===== config.mk =====
export PLATFORM = sky130hd
export DESIGN_NAME = mio_bus
export DESIGN_NICKNAME = d
export VERILOG_FILES = /design/src/rtl/mio_bus.sv
export SDC_FILE = /design/constraint.sdc
export NUM_CORES = 1
export LEC_CHECK = 0
export ABC_CLOCK_PERIOD_IN_PS = 5850
export CORE_MARGIN = 1.5
export CORE_UTILIZATION = 39
export CTS_CLUSTER_DIAMETER = 50
export CTS_CLUSTER_SIZE = 40
export DETAILED_ROUTE_END_ITERATION = 8
export PLACE_DENSITY = 0.84
export SLEW_MARGIN = 20
export SYNTH_ARGS = -nofsm -noshare
export SYNTH_HDL_FRONTEND = slang
export SYNTH_SLANG_ARGS = --single-unit

===== constraint.sdc =====
create_clock -name clk -period 5.85 [get_ports clk]
set_clock_uncertainty 0.15 [all_clocks]
set_input_delay 1.17 -clock clk [delete_from_list [all_inputs] [get_ports clk]]
set_output_delay 1.17 -clock clk [all_outputs]
set_load 0.05 [all_outputs]

===== src/rtl/mio_bus.sv =====
// mio_bus: bridges the control unit's held memory request onto a word RAM
// or a peripheral port, with per-region wait states and a ready pulse.
module mio_bus #(
  parameter int unsigned RAM_WAIT = 2,
  parameter int unsigned IO_WAIT  = 1
) (
  input  logic        clk,
  input  logic        reset,
  input  logic        cpu_mio,
  input  logic        mem_r,
  input  logic        mem_w,
  input  logic [31:0] addr,
  input  logic [31:0] wdata,
  output logic [31:0] rdata,
  output logic        mio_ready,
  output logic        bus_err,
  output logic [1:0]  state_out,
  output logic [9:0]  ram_addr,
  output logic        ram_we,
  output logic [31:0] ram_din,
  input  logic [31:0] ram_dout,
  output logic [3:0]  io_addr,
  output logic        io_we,
  output logic [31:0] io_wdata,
  input  logic [31:0] io_rdata
);

  typedef enum logic [1:0] {
    S_IDLE = 2'b00,
    S_WAIT = 2'b01,
    S_DONE = 2'b10,
    S_ERR  = 2'b11
  } state_t;

  localparam logic [3:0] RAM_CNT = 4'(RAM_WAIT);
  localparam logic [3:0] IO_CNT  = 4'(IO_WAIT);

  state_t      state;
  state_t      state_nx;
  logic        req;
  logic        is_ram;
  logic        is_io;
  logic        bad;
  logic [9:0]  word_q;
  logic [31:0] wdata_q;
  logic        we_q;
  logic        io_q;
  logic [3:0]  cnt;

  assign req    = cpu_mio & (mem_r | mem_w);
  assign is_ram = (addr[31:28] == 4'h0);
  assign is_io  = (addr[31:28] == 4'hE);
  assign bad    = ~(is_ram | is_io)
                | (addr[1:0] != 2'b00)
                | (mem_r & mem_w);

  always_comb begin
    state_nx = state;
    unique case (state)
      S_IDLE: begin
        if (req) begin
          state_nx = bad ? S_ERR : S_WAIT;
        end
      end
      S_WAIT: begin
        if (cnt == 4'd0) begin
          state_nx = S_DONE;
        end
      end
      S_DONE:  state_nx = S_IDLE;
      S_ERR:   state_nx = S_IDLE;
      default: state_nx = S_IDLE;
    endcase
  end

  // Error flag and zeroed read data are set on entry so both are
  // already visible during the ERR ready cycle.
  always_ff @(posedge clk) begin
    if (!reset) begin
      state   <= S_IDLE;
      rdata   <= 32'h0;
      bus_err <= 1'b0;
      word_q  <= 10'h0;
      wdata_q <= 32'h0;
      we_q    <= 1'b0;
      io_q    <= 1'b0;
      cnt     <= 4'h0;
    end else begin
      state <= state_nx;
      unique case (state)
        S_IDLE: begin
          if (req) begin
            word_q  <= addr[11:2];
            wdata_q <= wdata;
            we_q    <= mem_w;
            io_q    <= is_io;
            cnt     <= is_io ? IO_CNT : RAM_CNT;
            if (bad) begin
              bus_err <= 1'b1;
              if (mem_r) begin
                rdata <= 32'h0;
              end
            end
          end
        end
        S_WAIT: begin
          if (cnt != 4'd0) begin
            cnt <= cnt - 4'd1;
          end else if (!we_q) begin
            rdata <= io_q ? io_rdata : ram_dout;
          end
        end
        default: begin
        end
      endcase
    end
  end

  assign state_out = state;
  assign mio_ready = (state == S_DONE) | (state == S_ERR);
  assign ram_we    = (state == S_DONE) & we_q & ~io_q;
  assign io_we     = (state == S_DONE) & we_q & io_q;
  assign ram_addr  = word_q;
  assign ram_din   = wdata_q;
  assign io_addr   = word_q[3:0];
  assign io_wdata  = wdata_q;

endmodule


==> reports/qor.txt, run 1 <==
Status -> completed
Max Cap Viol -> 0
Die Y -> 100 microns
Worst vdd rail ir drop -> 0.130 mV
Share of layout cells above drive strength 1 -> 7.19%
Antenna fix cells -> 0
Final ANT Viol Nets -> 0
Max stage delay on crit path -> 1000 ps
Aggregate global routing overflow -> 0
Drt drc -> 0
Die ar. -> 0.0101 sq mm
Post-Route WL -> 11000 microns
GP Congestion -> 0.817
Post-synth top cells -> nand2_1 (92), dfxtp_1 (83), a21oi_1 (46), buf_4 (36), mux2i_1 (32)
Number of CTS-inserted buffers -> 9
Tcrit/Tclk final -> 65.3%
Maximum clock rate -> 262 MHz
Hold/Removal Path Class -> flip-flop to flip-flop
CP max-delay cell -> dfxtp_2
Top-count cell post-synth -> nand2_1
Synth area leaders -> dfxtp_1 (45%), nand2_1 (9.3%), mux2i_1 (8.7%)
Top Ports -> 249
Syn Std Cell Area -> 0.00369 sq mm
Hold WS -> 314 ps
Critical path depth in cells -> 2
Worst-case clock buffer depth -> 2
WL per Instance -> 15.9 microns
Largest area contributor in the netlist -> dfxtp_1
Buffers added on ports -> 232
Width of the die -> 100 microns
Setup Crit Path Kind -> flip-flop to primary output
Initial Util -> 40.2%
Crit Path Max Fanout -> 35
Avg Inst Size Synth -> 9.38 sq um
Yosys reg bits -> 83
Leak -> 2.06 nW
Area grow syn2layout -> 62.2%
Final setup TNS -> 0 ps
Largest net degree at the start of global routing -> 48
Vias -> 3424
Mapped Cells -> 394
GRT Util Overall -> 21.2%
Power per cell area -> 253 mW/mm^2
CTS H-Tree Depth -> 3
Worst slew margin -> 32.4%
Critical path arrival -> 2500 ps
Startpoint Class -> flip-flop
Setup Fix Bufs, Post-CTS -> 0
# setup viols final -> 0
Core Region -> 0.00920 sq mm
Clk Latency, worst-skew pair -> 340 ps
Row count -> 35
Worst reg2reg path depth -> 5
CTS sink cnt -> 83
CTS root buffer -> clkbuf_8
Final hold violations -> 0
DRT Pass-1 Iters -> 4
Vias in the first global route -> 3218
Initial antenna violation count -> 0
DRT iter0 DRCs -> 157
Worst-path clk slew -> 80 ps
Cell chain of the critical path -> nor3b_1 > clkdlybuf4s50_1
Gates resized, CTS repair -> 0
Async set-reset flop share out of synthesis -> 0%
Finished Core Util -> 65.2%
Fin nets -> 714
Count of different cell masters after synthesis -> 38
Min cycle time layout -> 3820 ps
Ys Warns -> 0
First-pass GRT wire length -> 16600 microns
Post-synth top area share -> 45.0%
Worst setup EP type -> primary output
Vias/cell -> 4.93
Cts hold-fix bufs -> 0
Net Count, Synth -> 529
WP data required -> 4530 ps
CTS tree -> yes
Top_reg_cell synth -> dfxtp_1
RSZ-0062 raised after global routing -> no
Worst-Margin Slew -> 1010 ps
Max-slew violations -> 0
DP Wirelength -> 8390 microns
Post-synth EDFFs -> 0
Crit-path leading delay family -> flip-flops
Hold depth -> 2
Buffer and inverter count on the worst path -> 1
Seq/Total Area, Yosys -> 45.0%
worst paths after layout:
path	startpoint	endpoint	slack (ps)
max	io_q	io_we	2030
min	ram_addr[7]	ram_addr[7]	310
max reg2reg	state_out[0]	io_wdata[25]	3470
min reg2reg	ram_addr[7]	ram_addr[7]	310
kinds of logic (layout without fill, tap and decap cells):
logic type	after synthesis	after routing	synth area share, %
AOI/OAI and AO/OA	93	93	19.3
muxes	32	32	8.67
and+or+nand+nor	119	119	14.4
adders and majority gates	2	2	0.677
DFF	83	83	45.0
buffers and inverters	65	255	12.0
state kept, by name, summed over array words and instances (netlist names):
name / flops
cnt: 4
io_q: 1
state_out: 2
io_wdata: 32
rdata: 32
we_q: 1
ram_addr: 10
bus_err: 1
cell usage in the layout (no fill, tap or decap), drive strengths merged:
master | synthesis | routed
a31oi | 1 | 1
a211o | 1 | 1
nor3b | 3 | 3
clkbuf | 11 | 10
o21ai | 6 | 6
nor3 | 4 | 4
bufinv | 0 | 1
o2bb2ai | 32 | 32
nand2 | 92 | 92
a21oi | 47 | 47
inv | 4 | 5
nor2 | 6 | 6
or3b | 3 | 3
mux2i | 32 | 32
a211oi | 1 | 1
and3 | 1 | 1
dfxtp | 83 | 83
nand4b | 2 | 2
o211ai | 1 | 1
clkinv | 0 | 2
o311a | 1 | 1
a2bb2oi | 1 | 1
clkinvlp | 0 | 2
a311oi | 1 | 1
or3 | 4 | 4
and2b | 1 | 1
nor2b | 1 | 1
ha | 2 | 2
buf | 49 | 3
o22ai | 1 | 1
nand3 | 2 | 2
clkdlybuf4s50 | 0 | 232
worst register-to-register path, delay by kind of cell (launching register included):
family | cells | cell delay [ps]
AOI/OAI and AO/OA | 1 | 130
buffers and inverters | 1 | 390
DFF | 1 | 410
and+or+nand+nor | 3 | 1250
final cells by class:
class                      instances  area, sq um
clock buffer                      10          138
clock inverter                     6         73.8
fill                             750         3200
inverter                           4         15.0
multi-input combinational        246         1600
sequential                        83         1660
tap                              111          139
timing repair buffer             235         2360
per-stage QoR:
step	power [mW]	setup slack, ps	cell area, sq um	std cells
2_1_floorplan	0.930	2430	3690	394
3_3_place_gp	1.09	2240	5750	678
3_5_place_dp	1.10	2190	5750	678
4_1_cts	1.53	2000	5970	694
5_1_grt	1.59	1890	5990	695
6_report	1.52	2030	5990	695
report_power, final:
part | switching [mW] | leakage, nW | internal, mW
logic | 0.274 | 1.28 | 0.189
clock network | 0.216 | 0.101 | 0.213
registers | 0.0277 | 0.676 | 0.597
layer usage:
metal | up-vias | part of all wire, % | global-route usage (%)
met5 | - | 0 | 0
met4 | 0 | 2.0 | 7.69
met3 | 19 | 7.8 | 6.20
met2 | 126 | 51 | 37.9
met1 | 1583 | 39 | 23.9
li1 | 1696 | - | -
Note: power is estimated with default switching activity, not from simulation.
==> run 2, diff against run 1 <==
Settings changed: ABC_CLOCK_PERIOD_IN_PS 5850 to 3300, CORE_UTILIZATION 39 to 32, PLACE_DENSITY 0.84 to 0.73.
Clock period 5.85 ns to 3.3 ns, I/O delays scaled along.
==> reports/qor.txt, run 2 (synthesized netlist as in run 1, its figures left out) <==
Power per cell area -> 502 mW/mm^2
Antenna fix cells -> 0
Startpoint Class -> flip-flop
Core Region -> 0.0113 sq mm
CP max-delay cell -> clkdlybuf4s50_1
Design area -> 0.00620 sq mm
Crit path launch -> state_out[1]
Worst r2r src -> cnt[0]
Finished Layout Cells -> 728
Aggregate global routing overflow -> 0
CTS tree -> yes
CTS root buffer -> clkbuf_16
Crit Path Max Fanout -> 10
Buffers added on ports -> 232
Die ar. -> 0.0122 sq mm
Worst-Margin Slew -> 1050 ps
WP data required -> 2490 ps
First-pass GRT wire length -> 16300 microns
Worst reg2reg path depth -> 6
Max Cap Viol -> 0
Leak -> 2.14 nW
Worst vdd rail ir drop -> 0.295 mV
Gates resized, CTS repair -> 0
Area grow syn2layout -> 67.8%
Initial Util -> 32.6%
Largest net degree at the start of global routing -> 48
Setup Fix Bufs, Post-CTS -> 0
Finished Core Util -> 54.8%
Leading cell types in the layout, fill and taps excluded -> clkdlybuf4s50_1 (232), nand2_1 (92), dfxtp_1 (82)
Status -> completed
Commonest non-fill, non-tap cell in the layout -> clkdlybuf4s50_1
Worst-path clk slew -> 60 ps
RSZ-0062 raised after global routing -> no
Worst setup EP type -> primary output
Vias/cell -> 4.68
Cts hold-fix bufs -> 0
Width of the die -> 110 microns
Max-slew violations -> 0
Worst slew margin -> 30.3%
Row count -> 39
CTS H-Tree Depth -> 3
CP Capture Point -> ram_we
Final ANT Viol Nets -> 0
Die Y -> 110 microns
DP Wirelength -> 7720 microns
CTS sink cnt -> 83
Placed cell count -> 711
DRT iter0 DRCs -> 103
WL per Instance -> 14.0 microns
Top Ports -> 249
Drt drc -> 0
Min cycle time layout -> 2840 ps
Final setup TNS -> 0 ps
Reg2reg end -> rdata[25]
Tcrit/Tclk final -> 86.1%
Setup Crit Path Kind -> flip-flop to primary output
Number of CTS-inserted buffers -> 9
GRT Util Overall -> 16.1%
Worst setup margin -> 460 ps
Final hold violations -> 0
Max stage delay on crit path -> 860 ps
Worst-case clock buffer depth -> 2
GP Congestion -> 0.775
DRT Pass-1 Iters -> 4
Hold/Removal Path Class -> flip-flop to flip-flop
# setup viols final -> 0
Vias in the first global route -> 3356
Critical path arrival -> 2030 ps
Cell Area, Placed -> 0.00581 sq mm
Fin nets -> 715
Setup WS pre-CTS -> 293 ps
Vias -> 3410
Clk Latency, worst-skew pair -> 320 ps
Worst R2R Setup Slack -> 1030 ps
Share of layout cells above drive strength 1 -> 7.01%
Post-Route WL -> 10200 microns
Cell chain of the critical path -> nand2_1 > nor3_1 > clkdlybuf4s50_1
Maximum clock rate -> 352 MHz
Initial antenna violation count -> 0
[run 2: changes by cell type in the layout (fill, tap and decap cells not counted), sizes merged]
| cell | delta |
|---|---|
| buf | +1 |
| clkinvlp | -2 |
| bufinv | +3 |
| clkinv | -1 |
| clkbuf | +1 |
| inv | -1 |
[run 2: cell type report]
cell class                 instances  area (sq um)
clock buffer                      11           233
inverter                           4          15.0
clock inverter                     5           125
timing repair buffer             236          2380
sequential                        83          1660
multi-input combinational        246          1600
fill                            1022          5120
tap                              143           179
[run 2: per-layer routing]
metal | track usage, % | up-vias | wire, microns
met1 | 18.3 | 1577 | 4170
met5 | 0 | - | 0
met2 | 28.1 | 129 | 5120
met3 | 5.98 | 8 | 802
li1 | - | 1696 | -
met4 | 4.70 | 0 | 96
[run 2: worst min path at each step]
| stage | end | cells after the start | from | slack [ps] |
|---|---|---|---|---|
| 2_1_floorplan | cnt[1] | 2 | cnt[1] | 290 |
| 3_5_place_dp | rdata[18] | 1 | rdata[18] | 300 |
| 6_report | ram_addr[5] | 2 | ram_addr[5] | 310 |
| 5_1_grt | rdata[28] | 1 | rdata[28] | 320 |
| 4_1_cts | ram_addr[4] | 2 | ram_addr[4] | 310 |
| 3_3_place_gp | ram_addr[4] | 2 | ram_addr[4] | 290 |
[run 2: stage by stage]
stage | hold slack, ps | power [mW]
2_1_floorplan | 291 | 1.65
6_report | 306 | 3.11
4_1_cts | 309 | 3.15
3_3_place_gp | 292 | 1.93
3_5_place_dp | 296 | 1.95
5_1_grt | 320 | 3.25
[run 2: worst max-delay path, delay by kind of cell (launching register included)]
family | cells | cell delay [ps]
buffers and inverters | 1 | 860
and+or+nand+nor | 2 | 340
DFF | 1 | 510
[run 2: power by group]
group          internal [mW]  switching, mW
sequential              1.06         0.0460
clock                  0.815          0.370
combinational          0.337          0.484
total                   2.21          0.900
